`src/rtl/multicycle_control.sv`:
```
// Multi-cycle control FSM for an RV64I datapath: fetch/decode/exec/mem/wb sequencing and retire count.
// Optional ILLEGAL_TRAP_EN: unlisted opcodes park the FSM in TRAP instead of retiring as a NOP.
module multicycle_control #(
    parameter int WORDSIZE = 64
) (
    input  logic                clk,
    input  logic                reset,
    input  logic [6:0]          opcode,
    input  logic                mem_ready,
    input  logic                branch_taken,
    output logic                mem_read,
    output logic                mem_write,
    output logic                iord,
    output logic                ir_write,
    output logic                pc_write,
    output logic [1:0]          pc_src,
    output logic                reg_write,
    output logic [1:0]          wb_sel,
    output logic                alu_src_a,
    output logic                alu_src_b,
    output logic [1:0]          alu_op,
    output logic [2:0]          imm_sel,
    output logic [2:0]          state,
    output logic [WORDSIZE-1:0] instret,
    output logic                trap
);

    localparam logic [2:0] S_FETCH  = 3'd0;
    localparam logic [2:0] S_DECODE = 3'd1;
    localparam logic [2:0] S_EXEC   = 3'd2;
    localparam logic [2:0] S_MEM    = 3'd3;
    localparam logic [2:0] S_WB     = 3'd4;
    localparam logic [2:0] S_TRAP   = 3'd5;

    localparam logic [6:0] OP_LOAD   = 7'b0000011;
    localparam logic [6:0] OP_STORE  = 7'b0100011;
    localparam logic [6:0] OP_OP     = 7'b0110011;
    localparam logic [6:0] OP_OPIMM  = 7'b0010011;
    localparam logic [6:0] OP_LUI    = 7'b0110111;
    localparam logic [6:0] OP_AUIPC  = 7'b0010111;
    localparam logic [6:0] OP_BRANCH = 7'b1100011;
    localparam logic [6:0] OP_JAL    = 7'b1101111;
    localparam logic [6:0] OP_JALR   = 7'b1100111;

    logic [2:0]          state_q, next_state;
    logic [6:0]          op_q;
    logic [6:0]          imm_op;
    logic [WORDSIZE-1:0] instret_q;
    logic                retire;

    function automatic logic is_legal(input logic [6:0] op);
        case (op)
            OP_LOAD, OP_STORE, OP_OP, OP_OPIMM, OP_LUI,
            OP_AUIPC, OP_BRANCH, OP_JAL, OP_JALR: is_legal = 1'b1;
            default:                              is_legal = 1'b0;
        endcase
    endfunction

    function automatic logic [2:0] imm_of(input logic [6:0] op);
        case (op)
            OP_STORE:           imm_of = 3'd1;
            OP_BRANCH:          imm_of = 3'd2;
            OP_LUI, OP_AUIPC:   imm_of = 3'd3;
            OP_JAL:             imm_of = 3'd4;
            default:            imm_of = 3'd0;
        endcase
    endfunction

    always_comb begin
        next_state = state_q;
        retire     = 1'b0;
        case (state_q)
            S_FETCH:  if (mem_ready) next_state = S_DECODE;
            S_DECODE: begin
                if (is_legal(opcode)) begin
                    next_state = S_EXEC;
                end else begin
`ifdef ILLEGAL_TRAP_EN
                    next_state = S_TRAP;
`else
                    next_state = S_FETCH;
                    retire     = 1'b1;
`endif
                end
            end
            S_EXEC: begin
                case (op_q)
                    OP_LOAD, OP_STORE: next_state = S_MEM;
                    OP_BRANCH: begin
                        next_state = S_FETCH;
                        retire     = 1'b1;
                    end
                    default:           next_state = S_WB;
                endcase
            end
            S_MEM: begin
                if (mem_ready) begin
                    if (op_q == OP_LOAD) begin
                        next_state = S_WB;
                    end else begin
                        next_state = S_FETCH;
                        retire     = 1'b1;
                    end
                end
            end
            S_WB: begin
                next_state = S_FETCH;
                retire     = 1'b1;
            end
            S_TRAP:  next_state = S_TRAP;
            default: next_state = S_FETCH;
        endcase
    end

    always_ff @(posedge clk) begin
        if (reset) begin
            state_q   <= S_FETCH;
            op_q      <= 7'd0;
            instret_q <= '0;
        end else begin
            state_q <= next_state;
            if (state_q == S_DECODE) op_q <= opcode;
            if (retire) instret_q <= instret_q + WORDSIZE'(1);
        end
    end

    // imm_sel must be valid in DECODE itself, before op_q has captured the IR opcode.
    assign imm_op = (state_q == S_DECODE) ? opcode : op_q;

    // Memory handshake: mem_read/mem_write and iord are held constant for the whole
    // access and the access completes on the first cycle mem_ready is high.
    always_comb begin
        mem_read  = 1'b0;
        mem_write = 1'b0;
        iord      = 1'b0;
        ir_write  = 1'b0;
        pc_write  = 1'b0;
        pc_src    = 2'd0;
        reg_write = 1'b0;
        wb_sel    = 2'd0;
        alu_src_a = 1'b0;
        alu_src_b = 1'b0;
        alu_op    = 2'd0;
        imm_sel   = 3'd0;
        trap      = 1'b0;
        if (!reset) begin
            imm_sel = imm_of(imm_op);
            case (state_q)
                S_FETCH: begin
                    mem_read = 1'b1;
                    ir_write = mem_ready;
                    pc_write = mem_ready;
                end
                S_EXEC: begin
                    case (op_q)
                        OP_LOAD, OP_STORE: alu_src_b = 1'b1;
                        OP_OP:             alu_op = 2'd2;
                        OP_OPIMM: begin
                            alu_op    = 2'd2;
                            alu_src_b = 1'b1;
                        end
                        OP_AUIPC: begin
                            alu_src_a = 1'b1;
                            alu_src_b = 1'b1;
                        end
                        OP_BRANCH: begin
                            alu_op   = 2'd1;
                            pc_write = branch_taken;
                            pc_src   = 2'd1;
                        end
                        OP_JAL: begin
                            pc_write = 1'b1;
                            pc_src   = 2'd1;
                        end
                        OP_JALR: begin
                            alu_src_b = 1'b1;
                            pc_write  = 1'b1;
                            pc_src    = 2'd2;
                        end
                        default: ;
                    endcase
                end
                S_MEM: begin
                    iord      = 1'b1;
                    mem_read  = (op_q == OP_LOAD);
                    mem_write = (op_q == OP_STORE);
                end
                S_WB: begin
                    reg_write = 1'b1;
                    case (op_q)
                        OP_LOAD:         wb_sel = 2'd1;
                        OP_JAL, OP_JALR: wb_sel = 2'd2;
                        OP_LUI:          wb_sel = 2'd3;
                        default:         wb_sel = 2'd0;
                    endcase
                end
`ifdef ILLEGAL_TRAP_EN
                S_TRAP:  trap = 1'b1;
`endif
                default: ;
            endcase
        end
    end

    assign state   = state_q;
    assign instret = instret_q;

endmodule

```
`config.mk`:
```
export PLATFORM = sky130hd
export DESIGN_NAME = multicycle_control
export DESIGN_NICKNAME = d
export VERILOG_FILES = /design/src/rtl/multicycle_control.sv
export SDC_FILE = /design/constraint.sdc
export NUM_CORES = 1
export LEC_CHECK = 0
export ABC_AREA = 1
export ABC_CLOCK_PERIOD_IN_PS = 1900
export CORE_MARGIN = 1
export CORE_UTILIZATION = 43
export CTS_BUF_LIST = sky130_fd_sc_hd__clkbuf_8
export CTS_CLUSTER_SIZE = 40
export DETAILED_ROUTE_END_ITERATION = 10
export MAX_ROUTING_LAYER = met4
export PLACE_DENSITY = 0.79
export SYNTH_ARGS = -nofsm -noshare
export SYNTH_HDL_FRONTEND = slang
export SYNTH_SLANG_ARGS = --single-unit
```
`constraint.sdc`:
```
create_clock -name clk -period 1.9 [get_ports clk]
set_input_delay 0.38 -clock clk [delete_from_list [all_inputs] [get_ports clk]]
set_output_delay 0.38 -clock clk [all_outputs]
set_load 0.02 [all_outputs]
```
### After elaboration in Yosys (flattened, before gate mapping)

Cells that the tools add are included.

* add/sub/neg operators: 1
* eq/ne operators: 30
* mux-type cells: 44
* reductions and logical operators: 9

Operator list (number)
* $add A64 B1 Y64 const B: 1
* $eq A7 B6 Y1 const B: 8
* $eq A7 B7 Y1 const B: 8
* $eq A7 B5 Y1 const B: 5
* $mux W1: 22
* $pmux W3 S5: 1
* $eq A7 B2 Y1 const B: 2
* $mux W2: 7
* $mux W3: 4
* $pmux W3 S4: 1
* $reduce_or A2 Y1: 5
* $reduce_or A9 Y1: 1
* $pmux W2 S2: 2
* $mux W7: 1
* $eq A3 B2 Y1 const B: 2
* $eq A3 B3 Y1 const B: 2
* $pmux W1 S2: 3
* $pmux W2 S3: 1
* $pmux W3 S2: 1
* $reduce_or A5 Y1: 1
* $ne A2 B2 Y1 const B: 2
* $pmux W1 S4: 1
* $eq A3 B1 Y1 const B: 1
* $logic_not A3 Y1: 1
* $reduce_and A2 Y1: 1

* bits in registers: 74
* input bits: 11
* logic and storage cells: 87

### Logic depth before layout (Yosys ltp)

* word-level depth: 6
* depth in mapped cells: 12
* mapped depth without buffers: 12

### Least setup slack after synthesis

No wires, ideal clock.

* kind: register -> output
* start: register state_q[0], in the netlist state[0]
* end: output imm_sel[2]
* data arrival time: 1.906 ns
* setup slack: -0.386 ns
* stages on the path, launching flop included: 6
* buffers on the path: 1
* cells stage by stage: dfxtp_1 nand3_1 buf_2 o21ai_0 nand3_1 nor4_1

* longest elaborated chain between the ends: 6
* elaborated cells between the ends (all ways): 10

Ends and longest elaborated chain
* from (decl): RTL line 45 `logic [2:0] state_q, next_state;`
* from (signal assigned): RTL line 121 `state_q <= next_state;`
* $eq A3 B1 Y1 (*): RTL line 128 `assign imm_op = (state_q == S_DECODE) ? opcode : op_q;`
* $mux W7 (*)
* $eq A7 B6 Y1 / $eq A7 B5 Y1 (equally long branches): RTL line 60 `case (op)`
* $reduce_or A2 Y1: RTL line 60
* $pmux W3 S4 (*): RTL line 60
* $mux W3 (*): RTL line 146 `if (!reset) begin`
* to (decl): RTL line 22 `output logic [2:0] imm_sel,`

Mark *: on every way between the ends. The rest lies on a longest branch, timed or not.

### Worst setup path in the final report

* start: register state_q[1], in the netlist state[1]
* end: output imm_sel[0]

The elaborated chain is that of the path after synthesis.

==> impl_metrics.ini <==
[run_status]
status = complete, but fails checks
violations = negative setup slack

[power_and_ir_drop]
ir_worst_vdd_mv = 0.5066
p_total_mw = 3.703
p_leak_nw = 3.085
power.density_nw_per_um2 = 494.7

[synth]
synth-edff-count = 0
ys_seq_area_frac = 0.2994
synth_seq_cells = 74
synth_most_common_cell = nand2_1
yosys_warnings = 0
async_flop_share = 0
synthCells = 858
synth_common_cells = nand2_1, nor2_1, inv_1, nand3_1, dfxtp_1
synth_cell_type_count = 35
synth_top_flop_cell = dfxtp_1
syn_area_per_cell_sq_um = 5.766
ys_top_cells_by_area = dfxtp_1, nand2_1, nor2_1, nand3_1, inv_1
yosys.area.top_type_share = 0.2994
synthesis.nets = 870
synth_top_area_cell = dfxtp_1
netlist_area_sq_um = 4947

[worst_setup_path]
r2r-end = instret[61]$_SDFFE_PP0P_
timing.rr.start = op_q[3]$_SDFF_PP0_
crit_required_ns = 1.52
endpoint_kind = output pin
arrival_ns = 1.92
reg2reg_depth = 14
crit_type = register to output pin
r2r_setup_slack_ns = -0.08
crit_path_end = imm_sel[0]
start_kind = register
critPathLaunch = state[1]$_SDFFE_PP0P_
path_cells = inv_2, nand3_4, buf_6, buf_6, nand2_4, o21ai_4, and2_4, nand4_1, buf_4, a21oi_4, buf_6
worst_path_most_repeated_cell = buf_6
cp_slowest_cell = dfxtp_2
critPathMaxFanout = 6
critPathMaxStageDelay_ns = 0.34

[layout]
drive_gt1_frac = 0.2223
stdcell_area_sq_um = 7486
area_growth_pct = 51.32
final_nets = 1046
antennaDiodeCount = 0

[clock_network]
cts_hold_buf = 0
cts.sinks = 74
clock_latency_ns = 0.38
cts_buffer_depth = 2
cts_buffers = 9
root_buffer = clkbuf_8
cts_tree = done
cts.clk_slew.worst_paths_ns = 0.09
htree_levels = 3

[floorplan]
core_sq_um = 11030
die-area_sq_um = 11940
row_count = 38
dieWidth_um = 109.3
die_y_um = 109.3
ios = 96
initial_core_util = 0.4485

[drt]
drt-met1-wl_um = 7196
firstDrtPassIters = 5
wl_um = 17080
top_layer = met4
met2_length_um = 8174
vias_per_cell = 5.321
drt_iter0_markers = 488
route.met3.wl_um = 1269
wl_per_cell_um = 14.49
drtAntennaViolNets = 0
vias = 6273
drc = 0

[placement]
portBuffers = 94
dpl-instance-area_sq_um = 6541
gp_congestion = 0.9739
hpwl_um = 11620

[global_routing]
grt_antenna_before_repair = 0
grt_max_degree = 44
grt_first_pass_wirelength_um = 24830
grt_pass1_vias = 5361
track_usage = 0.2759
grt_overflow = 0

[worst_hold_path]
hp-class = input pin to register

[timing]
min_period_over_period = 1.212
setup_ws_ns = -0.4029
setup_viol = 24
hold_viol_final = 0
maxSlewViolCount = 0
clock_skew_ns = 0.01363
fmax_mhz = 434.2
rsz0062_at_grt = true
fin_crit_ns = 2.303

[run]
max_cap_viol_count = 0
-- sequential cells by signal, indices dropped and copies added (netlist names) --
name and cells:
op_q 7, state 3, instret 64
-- logic make-up after synthesis --
logic type | synth area share
flip-flops | 0.2994
AO/OA/AOI/OAI | 0.07587
adder cells (fa/ha/maj) | 0.002529
XOR/XNOR | 0.01770
other | 0.0007580
AND/OR/NAND/NOR | 0.5025
buffers and inverters | 0.1012
-- critical path: cells and delay by family (launching register included) --
family | cells | cell delay, ns
buffers and inverters | 5 | 0.61
AO/OA/AOI/OAI | 2 | 0.17
AND/OR/NAND/NOR | 4 | 0.43
flip-flops | 1 | 0.34
-- metrics by stage --
step                setup WS (ns)  std cells  TNS [ns]  hold WS [ns]    util
floorplan               -0.009870        858  -0.01248        0.4644       -
global placement          -0.7480       1144    -20.07        0.4997  0.5930
detailed placement        -0.7469       1144    -21.84        0.5107  0.5930
CTS                       -0.3633       1167    -2.285        0.4622  0.6302
global route              -0.4727       1179    -8.272        0.4943  0.6787
finish                    -0.4029       1179    -3.083        0.5028  0.6787
-- report_power, final --
part           internal [mW]  switching (mW)
Sequential              1.57          0.0200
Combinational          0.293           0.344
Clock                  0.860           0.617
Total                   2.72           0.980
-- placed cells by master (no fill, tap or decap), drive strengths merged, types with 2 or more instances in the layout --
master and count:
xnor2 9, clkinv 2, and2 3, nand2 251
o21ai 11, nor2 205, nand3b 2, nor3 15
dlymetal6s2s 16, nor4 3, clkbuf 13, dlygate4sd2 3
clkdlybuf4s50 58, a21oi 58, dfxtp 74, bufinv 3
buf 106, nand4 14, nand3 88, inv 94
-- layout make-up --
| type | instances | area (sq um) |
|---|---|---|
| repair buffers | 188 | 1848 |
| well taps | 140 | 175.2 |
| clock inverters | 7 | 110.1 |
| flip-flops and latches | 74 | 1499 |
| clock buffers | 9 | 123.9 |
| inverters | 93 | 351.6 |
| multi-input cells | 668 | 3378 |
| fillers | 932 | 3545 |
-- worst min-delay path by stage --
stage                              from                        to  slack [ns]  depth (start not counted)
6_report                          reset        op_q[3]$_SDFF_PP0_        0.50                          2
3_3_place_gp   instret[63]$_SDFFE_PP0P_  instret[63]$_SDFFE_PP0P_        0.50                          2
4_1_cts                           reset        op_q[3]$_SDFF_PP0_        0.46                          2
5_1_grt                           reset        op_q[3]$_SDFF_PP0_        0.49                          2
3_5_place_dp   instret[63]$_SDFFE_PP0P_  instret[63]$_SDFFE_PP0P_        0.51                          2
2_1_floorplan                     reset        op_q[3]$_SDFF_PP0_        0.46                          1
-- metal layers --
metal  up-vias  track usage
li1       3080            -
met1      2852       0.3370
met2       297       0.4578
met3        44      0.05439
met4         0      0.08381
met5         -            -
-- timing repair --
item | 4_1_cts | 5_1_grt
pin swaps | 14 | 23
gates cloned | 1 | 4
endpoints found under the setup margin | 19 | 96
resized for setup | 140 | 100
setup buffers | 6 | 10
Power figures use the tool's default switching activity.
